==> src/rtl/pifo_sched_pkg.sv <==
// Shared widths, calendar element layout and rank arithmetic helpers for the
// root PIFO scheduler front end.
package pifo_sched_pkg;

  localparam int CAL_SIZE          = 1024;
  localparam int CAL_CNT_WIDTH     = 11;
  localparam int BUFFER_ADDR_WIDTH = 12;
  localparam int RANK_WIDTH        = 19;
  localparam int INFO_WIDTH        = 32;
  localparam int NUM_FLOWS         = 16;
  localparam int FLOW_ID_WIDTH     = 4;
  localparam int LEN_WIDTH         = 16;
  localparam int SHIFT_WIDTH       = 4;

  localparam int INFO_VALID_BIT = 31;
  localparam int INFO_RANK_MSB  = 30;
  localparam int INFO_RANK_LSB  = 12;
  localparam int INFO_ADDR_MSB  = 11;

  typedef logic [RANK_WIDTH-1:0]        rank_t;
  typedef logic [BUFFER_ADDR_WIDTH-1:0] addr_t;
  typedef logic [INFO_WIDTH-1:0]        info_t;

  localparam rank_t RANK_MAX = '1;

  function automatic info_t pack_info(input rank_t rank, input addr_t addr);
    return {1'b1, rank, addr};
  endfunction

  // Ranks never wrap: a wrapped finish time would jump ahead of every queued flow.
  function automatic rank_t sat_add(input rank_t a, input logic [LEN_WIDTH-1:0] b);
    logic [RANK_WIDTH:0] sum;
    sum = {1'b0, a} + {{(RANK_WIDTH + 1 - LEN_WIDTH){1'b0}}, b};
    return sum[RANK_WIDTH] ? RANK_MAX : sum[RANK_WIDTH-1:0];
  endfunction

endpackage

==> src/rtl/stfq_flow_table.sv <==
// Per-flow STFQ state: last finish time and weight shift, with one combinational
// read port, one finish write port and an independent config port for shifts.
module stfq_flow_table
  import pifo_sched_pkg::*;
(
  input  logic                     clk,
  input  logic                     rstn,
  input  logic [FLOW_ID_WIDTH-1:0] rd_flow,
  output logic [RANK_WIDTH-1:0]    rd_finish,
  output logic [SHIFT_WIDTH-1:0]   rd_shift,
  input  logic                     wr_en,
  input  logic [FLOW_ID_WIDTH-1:0] wr_flow,
  input  logic [RANK_WIDTH-1:0]    wr_finish,
  input  logic                     cfg_wr_valid,
  input  logic [FLOW_ID_WIDTH-1:0] cfg_wr_flow,
  input  logic [SHIFT_WIDTH-1:0]   cfg_wr_shift
);

  logic [RANK_WIDTH-1:0]  finish_q [NUM_FLOWS];
  logic [SHIFT_WIDTH-1:0] shift_q  [NUM_FLOWS];

  assign rd_finish = finish_q[rd_flow];
  assign rd_shift  = shift_q[rd_flow];

  // A shift written this cycle is seen by readers from the next cycle onward.
  always_ff @(posedge clk) begin
    if (!rstn) begin
      for (int i = 0; i < NUM_FLOWS; i++) begin
        finish_q[i] <= '0;
        shift_q[i]  <= '0;
      end
    end else begin
      if (wr_en)        finish_q[wr_flow]    <= wr_finish;
      if (cfg_wr_valid) shift_q[cfg_wr_flow] <= cfg_wr_shift;
    end
  end

endmodule

==> src/rtl/pifo_stfq_enqueue_ctrl.sv <==
// Root PIFO calendar front end: ranks descriptors with start-time fair queueing,
// issues calendar inserts/pops, tracks occupancy and returns dequeued addresses.
module pifo_stfq_enqueue_ctrl
  import pifo_sched_pkg::*;
(
  input  logic        clk,
  input  logic        rstn,
  input  logic        s_desc_valid,
  output logic        s_desc_ready,
  input  logic [11:0] s_desc_buf_addr,
  input  logic [3:0]  s_desc_flow_id,
  input  logic [15:0] s_desc_len,
  input  logic        cfg_wr_valid,
  input  logic [3:0]  cfg_wr_flow,
  input  logic [3:0]  cfg_wr_shift,
  input  logic        deq_req,
  output logic        deq_ack,
  output logic [11:0] deq_buf_addr,
  output logic        deq_empty,
  output logic [31:0] m_pifo_info,
  output logic        m_pifo_insert_en,
  output logic        m_pifo_pop_en,
  input  logic [31:0] s_pifo_top
);

  logic [CAL_CNT_WIDTH-1:0] occ_q;
  logic [RANK_WIDTH-1:0]    vtime_q;
  logic [RANK_WIDTH-1:0]    rd_finish;
  logic [SHIFT_WIDTH-1:0]   rd_shift;
  logic [RANK_WIDTH-1:0]    start_rank;
  logic [RANK_WIDTH-1:0]    new_finish;
  logic [LEN_WIDTH-1:0]     cost;
  logic [RANK_WIDTH-1:0]    top_rank;
  logic                     pop_grant;
  logic                     accept;

  // s_desc handshake: a descriptor transfers on any cycle where s_desc_valid and
  // s_desc_ready are both high; ready drops in the same cycle a pop is granted
  // or when the calendar (including the insert in flight) is full, and the
  // source must hold valid and payload stable until the transfer happens.
  assign pop_grant    = deq_req && (occ_q != '0);
  assign s_desc_ready = rstn && !pop_grant && (occ_q < CAL_CNT_WIDTH'(CAL_SIZE));
  assign accept       = s_desc_valid && s_desc_ready;
  assign deq_empty    = (occ_q == '0);

  stfq_flow_table u_flow_table (
    .clk          (clk),
    .rstn         (rstn),
    .rd_flow      (s_desc_flow_id),
    .rd_finish    (rd_finish),
    .rd_shift     (rd_shift),
    .wr_en        (accept),
    .wr_flow      (s_desc_flow_id),
    .wr_finish    (new_finish),
    .cfg_wr_valid (cfg_wr_valid),
    .cfg_wr_flow  (cfg_wr_flow),
    .cfg_wr_shift (cfg_wr_shift)
  );

  always_comb begin
    start_rank = (vtime_q > rd_finish) ? vtime_q : rd_finish;
    cost       = s_desc_len >> rd_shift;
    new_finish = sat_add(start_rank, cost);
    top_rank   = s_pifo_top[INFO_RANK_MSB:INFO_RANK_LSB];
  end

  always_ff @(posedge clk) begin
    if (!rstn) begin
      occ_q            <= '0;
      vtime_q          <= '0;
      m_pifo_insert_en <= 1'b0;
      m_pifo_info      <= '0;
      m_pifo_pop_en    <= 1'b0;
      deq_ack          <= 1'b0;
      deq_buf_addr     <= '0;
    end else begin
      m_pifo_insert_en <= accept;
      m_pifo_pop_en    <= pop_grant;
      deq_ack          <= m_pifo_pop_en;
      if (accept) begin
        m_pifo_info <= pack_info(start_rank, s_desc_buf_addr);
        occ_q       <= occ_q + CAL_CNT_WIDTH'(1);
      end else if (pop_grant) begin
        occ_q <= occ_q - CAL_CNT_WIDTH'(1);
      end
      // Virtual time only moves forward, even if an older low rank pops late.
      if (m_pifo_pop_en) begin
        deq_buf_addr <= s_pifo_top[INFO_ADDR_MSB:0];
        if (s_pifo_top[INFO_VALID_BIT] && (top_rank > vtime_q)) vtime_q <= top_rank;
      end
    end
  end

endmodule

==> config.mk <==
export PLATFORM = sky130hd
export DESIGN_NAME = pifo_stfq_enqueue_ctrl
export DESIGN_NICKNAME = d
export VERILOG_FILES = /design/src/rtl/pifo_sched_pkg.sv /design/src/rtl/stfq_flow_table.sv /design/src/rtl/pifo_stfq_enqueue_ctrl.sv
export SDC_FILE = /design/constraint.sdc
export NUM_CORES = 1
export LEC_CHECK = 0
export ABC_CLOCK_PERIOD_IN_PS = 15500
export CAP_MARGIN = 20
export CORE_MARGIN = 2
export CORE_UTILIZATION = 50
export DETAILED_ROUTE_END_ITERATION = 12
export PLACE_DENSITY = 0.68
export SETUP_SLACK_MARGIN = 0.5
export SLEW_MARGIN = 40
export SYNTH_ARGS = -nofsm -noshare
export SYNTH_HDL_FRONTEND = slang
export SYNTH_SLANG_ARGS = --single-unit
export TNS_END_PERCENT = 10
==> constraint.sdc <==
create_clock -name clk -period 15.5 [get_ports clk]
set_input_delay 1.55 -clock clk [delete_from_list [all_inputs] [get_ports clk]]
set_output_delay 1.55 -clock clk [all_outputs]
set_load 0.02 [all_outputs]
# Word-level counts from Yosys, hierarchy flattened

Memory sizes are Yosys's and may differ from the RTL's.
Index checks and enable logic that the tools add are counted.

Add/sub/neg operators: 3
Magnitude comparators: 3
Shifts and indexed selects: 1
Muxes and demuxes: 17
Reductions and logical operators: 12

Operators by type and width:

| kind                                                                  | number |
|---|---|
| 19-bit two-way mux                                                    | 3 |
| 19-bit greater-than comparator                                        | 2 |
| 11-bit two-way mux                                                    | 2 |
| 19-bit by 16-bit adder with 20-bit output                             | 1 |
| 19-bit OR reduction                                                   | 1 |
| 16-bit by 4-bit right shift with 16-bit output                        | 1 |
| 4-bit two-way mux                                                     | 3 |
| 11-bit by 1-bit adder with 11-bit output (second input constant)      | 1 |
| 11-bit logical NOT                                                    | 1 |
| 11-bit less-than comparator (second input constant)                   | 1 |
| 11-bit nonzero test                                                   | 1 |
| 11-bit by 1-bit subtractor with 11-bit output (second input constant) | 1 |
| 1-bit two-way mux                                                     | 9 |
| 1-bit logical AND                                                     | 5 |
| 4-bit OR reduction                                                    | 1 |
| 2-bit AND reduction                                                   | 1 |
| 2-bit nonzero test                                                    | 1 |
| 1-bit logical NOT                                                     | 1 |

Register bits after elaboration: 77
Bits in writable memories: 368
Input port bits: 77
Word-level logic and storage cells: 45
Memories: 2

Memory list:

| name                  | depth | width | rd ports | clocked after Yosys merged registers in | write ports | RTL line              | RTL |
|---|---|---|---|---|---|---|---|
| u_flow_table.finish_q | 16    | 19    | 1        | 0                                       | 16          | stfq_flow_table.sv:19 | `logic [RANK_WIDTH-1:0] finish_q [NUM_FLOWS];` |
| u_flow_table.shift_q  | 16    | 4     | 1        | 0                                       | 16          | stfq_flow_table.sv:20 | `logic [SHIFT_WIDTH-1:0] shift_q [NUM_FLOWS];` |

# Logic depth before layout (Yosys ltp)

Depth in word-level cells: 11
Depth in mapped cells: 27
Depth with buffers taken out: 20

# Modules after synthesis

A second synthesis with hierarchy kept.

Cells, all modules: 1,813
Area total of the unflattened synthesis: 22,645.5 um2

Modules (own cells, without submodules):

| module                 | times used | cells each | area each (um2) | seq. area each (um2) |
|---|---|---|---|---|
| stfq_flow_table        | 1          | 1,055      | 16,662.2        | 11,050.6 |
| pifo_stfq_enqueue_ctrl | 1          | 758        | 5,983.2         | 1,541.5 |

# Worst setup path before layout

No wires, ideal clock.

Kind: input port to flip-flop
Start: input port s_desc_flow_id[1]
End: memory u_flow_table.finish_q[10][18] (data pin)
Data arrival time: 7.520 ns
Required time: 15.234 ns
Setup slack: 7.714 ns
Cell stages on the path: 26
Buffers on the path: 7
Cells stage by stage: buf_2 > buf_2 > buf_1 > clkbuf_1 > mux4_2 > mux4_2 > inv_1 > ha_1 > a41oi_1 > o21ai_1 > a2111oi_2 > o211a_2 > buf_2 > clkbuf_1 > o21ai_0 > o21ai_0 > ha_1 > a21oi_1 > o311ai_1 > o31ai_1 > a21oi_1 > a221oi_2 > nand2_1 > mux2i_1 > buf_2 > nor2_1

RTL lines:

| what        | RTL line                     | RTL |
|---|---|---|
| from (decl) | pifo_stfq_enqueue_ctrl.sv:11 | `input logic [3:0] s_desc_flow_id,` |
| to (decl)   | stfq_flow_table.sv:19        |  |

==> run_results.csv <==
group,metric,value,unit
pwr,netSwitchingFraction,0.311,
clocking,tritoncts,"built",
critical_path,critical_path.reg2reg.endpoint,"u_flow_table.finish_q[1][16]",
pwr,vdd_ir_drop_max,0.0849,mV
placed_design,gp_congestion,0.930,
sta,fin_worst_skew,0.0239,ns
placed_design,place.detailed.hpwl,36.1,mm
pwr,cellInternalPower,2.20,mW
clocking,numCtsBuffers,44,
pwr,pwr-share-clk,0.316,
sta,timing.fmax,114,MHz
logic_synthesis,synthArstFlopShare,0,
drt,drt_wl_total,55.5,mm
pwr,sequentialPowerShare,0.438,
min_path,hold_crit_start,"m_pifo_info[1]",
sta,post-route-min-period,8.78,ns
sta,fin_crit_sh,0.567,
pwr,netSwitchingPower,0.992,mW
finish,num-nets-final,1967,
finish,post_route_cells_drive_above_1_share,0.137,
global_routing,grt_pass1_vias,14066,
logic_synthesis,post_synth_instance_area,21700,um2
sta,setup_violations,0,
logic_synthesis,post_synth_main_area_contributors,"edfxtp_1 51%, mux4_2 12%, nor2_1 7.2%, dfxtp_1 7.1%, mux2i_1 3.9%",
clocking,cts_hold_buffers,0,
clocking,number_of_gates_given_a_new_drive_strength_after_cts,0,
pwr,power_frac_comb,0.245,
critical_path,worst_r2r_startpoint,"u_flow_table.finish_q[11][5]",
drt,drc,0,
sta,rsz_0062_raised_after_global_routing,"false",
critical_path,crit_path_end_kind,"flip-flop",
logic_synthesis,mappedNetlistNets,1879,
floorplanning,initial_core_util,0.505,
global_routing,pin_count_of_the_biggest_net_entering_global_routing,74,
logic_synthesis,synthTopCellsByCount,"417 x nor2_1, 368 x edfxtp_1, 112 x mux4_2, 85 x mux2i_1, 79 x nand2_1",
logic_synthesis,postSynth.topFlopCell,"edfxtp_1",
logic_synthesis,yosysTopAreaCellShare,0.509,
floorplanning,core_area,43000,um2
finish,stdcell_count,2444,
finish,layout-area-overhead-vs-synth,14.4,%
critical_path,timing.reg2reg.worst_path_depth,20,
job,maxCapViolations,0,
logic_synthesis,synth_most_common_cell,"nor2_1",
sta,slew-limit-headroom,0.456,
drt,initialDrtViolationCount,1368,
clocking,clkSlewWorstSetupHoldPaths,0.06,ns
pwr,pwr_density_cell,128,nW/um2
drt,drt-wirelength-per-cell,22.7,um
drt,via_count,14156,
critical_path,r2r_setup_slack,8.70,ns
critical_path,start_kind,"input port",
sta,max_slew.worst_pin.slew,0.814,ns
min_path,min_delay_worst_endpoint,"m_pifo_info[1]",
pwr,total_leakage_power,9.16,nW
floorplanning,die_area,45100,um2
global_routing,grt.total_usage,0.251,
clocking,cts.htree.levels,2,
floorplanning,chip_width,212,um
critical_path,critPathMaxFanout,54,
logic_synthesis,synth.distinct_cells,62,
drt,via_per_inst,5.79,
clocking,post-cts-setup-buffers,0,
global_routing,first_pass_grt_wire_length,83.7,mm
critical_path,timing.critical_path.arrival,9.08,ns
logic_synthesis,ys_warn_count,0,
min_path,hp-class,"reg -> reg",
clocking,clockBufferDepth,3,
logic_synthesis,synth-edff-count,368,
sta,setup-tns-final,0,ns
clocking,cts_root_buf,"clkbuf_16",
pwr,total_power,3.19,mW
drt,final_antenna_net_count,0,
finish,antenna-diode-count,0,
status,status,"complete, no violations",
placed_design,port-buffer-count,125,
clocking,clock_sink_count,445,
floorplanning,floorplan.rows,76,
critical_path,critical_path_class,"in -> reg",
drt,drt_pre_antenna_iters,5,
sta,report.final.hold_viol_count,0,
logic_synthesis,syn_avg_cell_area,12.5,um2
sta,drv_slew,0,
logic_synthesis,synthesis.instances,1737,
placed_design,post-place-cells,2364,
logic_synthesis,synth-seq-cells,445,
global_routing,globalRouteOverflowTotal,0,
floorplanning,pin_count,126,
logic_synthesis,ys_seq_area_frac,0.580,
clocking,clkLatencyLatePin,0.59,ns
floorplanning,fp.dieH,212,um
critical_path,worst_ep_required_time,15.80,ns
min_path,timing.hold.worst_path_depth,2,
logic_synthesis,yosys.area.top_type,"edfxtp_1",
global_routing,grt_antenna_before_repair,0,
==> worst max path at each step <==
stage	from	end	slack [ns]	cells after the start
5_1_grt	s_desc_flow_id[0]	u_flow_table.finish_q[7][16]	6.06	23
6_report	s_desc_flow_id[0]	u_flow_table.finish_q[1][16]	6.72	23
4_1_cts	s_desc_flow_id[0]	u_flow_table.finish_q[12][16]	6.65	23
2_1_floorplan	s_desc_flow_id[1]	u_flow_table.finish_q[10][18]	7.71	26
3_3_place_gp	s_desc_flow_id[0]	u_flow_table.finish_q[12][3]	5.99	22
3_5_place_dp	s_desc_flow_id[0]	u_flow_table.finish_q[1][16]	6.06	23
==> power groups by stage <==
stage | combinational (mW) | sequential, mW | clock, mW
6_report | 0.782 | 1.40 | 1.01
5_1_grt | 0.852 | 1.40 | 1.07
4_1_cts | 0.779 | 1.40 | 1.02
3_5_place_dp | 0.775 | 1.42 | 0
3_3_place_gp | 0.755 | 1.42 | 0
2_1_floorplan | 0.536 | 1.43 | 0
==> flip-flops by register name, indices dropped and copies added, names as in the netlist <==
register / flops
deq_buf_addr: 12
m_pifo_pop_en: 1
u_flow_table.shift_q: 64
occ_q: 11
m_pifo_insert_en: 1
deq_ack: 1
m_pifo_info: 32
vtime_q: 19
u_flow_table.finish_q: 304
==> cells in the final DEF (no fill, tap or decap), drive strengths merged, types with 18 or more instances in the layout <==
master         synthesis  final
clkbuf                74     55
o21ai                 69     69
inv                   51     53
ha                    63     63
nand2                 79     79
clkinv                 0     20
nor3                  27     27
mux2i                 85     85
and2                  69     69
buf                   44     37
a21oi                 50     50
mux4                 112    112
dfxtp                 77     77
clkdlybuf4s50          0    122
nor2                 427    427
nand3                 18     18
edfxtp               368    368
==> per-stage QoR <==
step           area (um2)  worst slack (ns)  utilization  hold WS (ns)
2_1_floorplan       21700              7.71            -         0.484
3_3_place_gp        23400              5.99        0.545         0.441
3_5_place_dp        23500              6.06        0.547         0.447
4_1_cts             24800              6.65        0.578         0.455
5_1_grt             24800              6.06        0.578         0.465
6_report            24800              6.72        0.578         0.453
==> kinds of logic (layout without fill, tap and decap cells) <==
group                    after synthesis  after routing  synth area share
buffers and inverters                169            291            0.0330
flip-flops                           445            445             0.580
AO/OA/AOI/OAI                        172            172            0.0489
multiplexers                         199            199             0.156
AND/OR/NAND/NOR                      667            667             0.136
adder cells (fa/ha/maj)               65             65            0.0382
XOR/XNOR                              20             20           0.00807
==> layer usage <==
metal	part of all wire	track usage	wire (um)	vias to the layer above
met5	0	0	0	-
met4	0.032	0.0837	1780	0
met3	0.097	0.0613	5380	107
met2	0.47	0.405	26100	654
met1	0.40	0.334	22200	6946
li1	-	-	-	6449
==> critical path: stages <==
cell and delay [ns]:
clkbuf_8 0.54, buf_4 0.47, buf_12 0.28, mux4_2 0.54, mux4_2 0.54, inv_1 0.09, ha_1 0.25, a41oi_1 0.17
o21ai_1 0.11, a2111oi_2 0.49, o211ai_1 0.23, nand2_1 0.38, o21ai_0 0.27, ha_1 0.36, a21oi_1 0.20, o311ai_1 0.18
o31ai_1 0.45, a21oi_1 0.25, a221oi_2 0.47, a211oi_4 0.14, buf_4 0.30, a21oi_2 0.61, nor2_1 0.10
==> final cells by class <==
cell class / instances / area (um2)
timing repair buffer: 160 / 1530
clock buffer: 54 / 1150
sequential: 445 / 12600
tap: 585 / 732
fill: 3496 / 18100
inverter: 51 / 191
clock inverter: 26 / 175
multi-input combinational: 1123 / 8470
No activity file was read; power rests on OpenSTA's default activity.
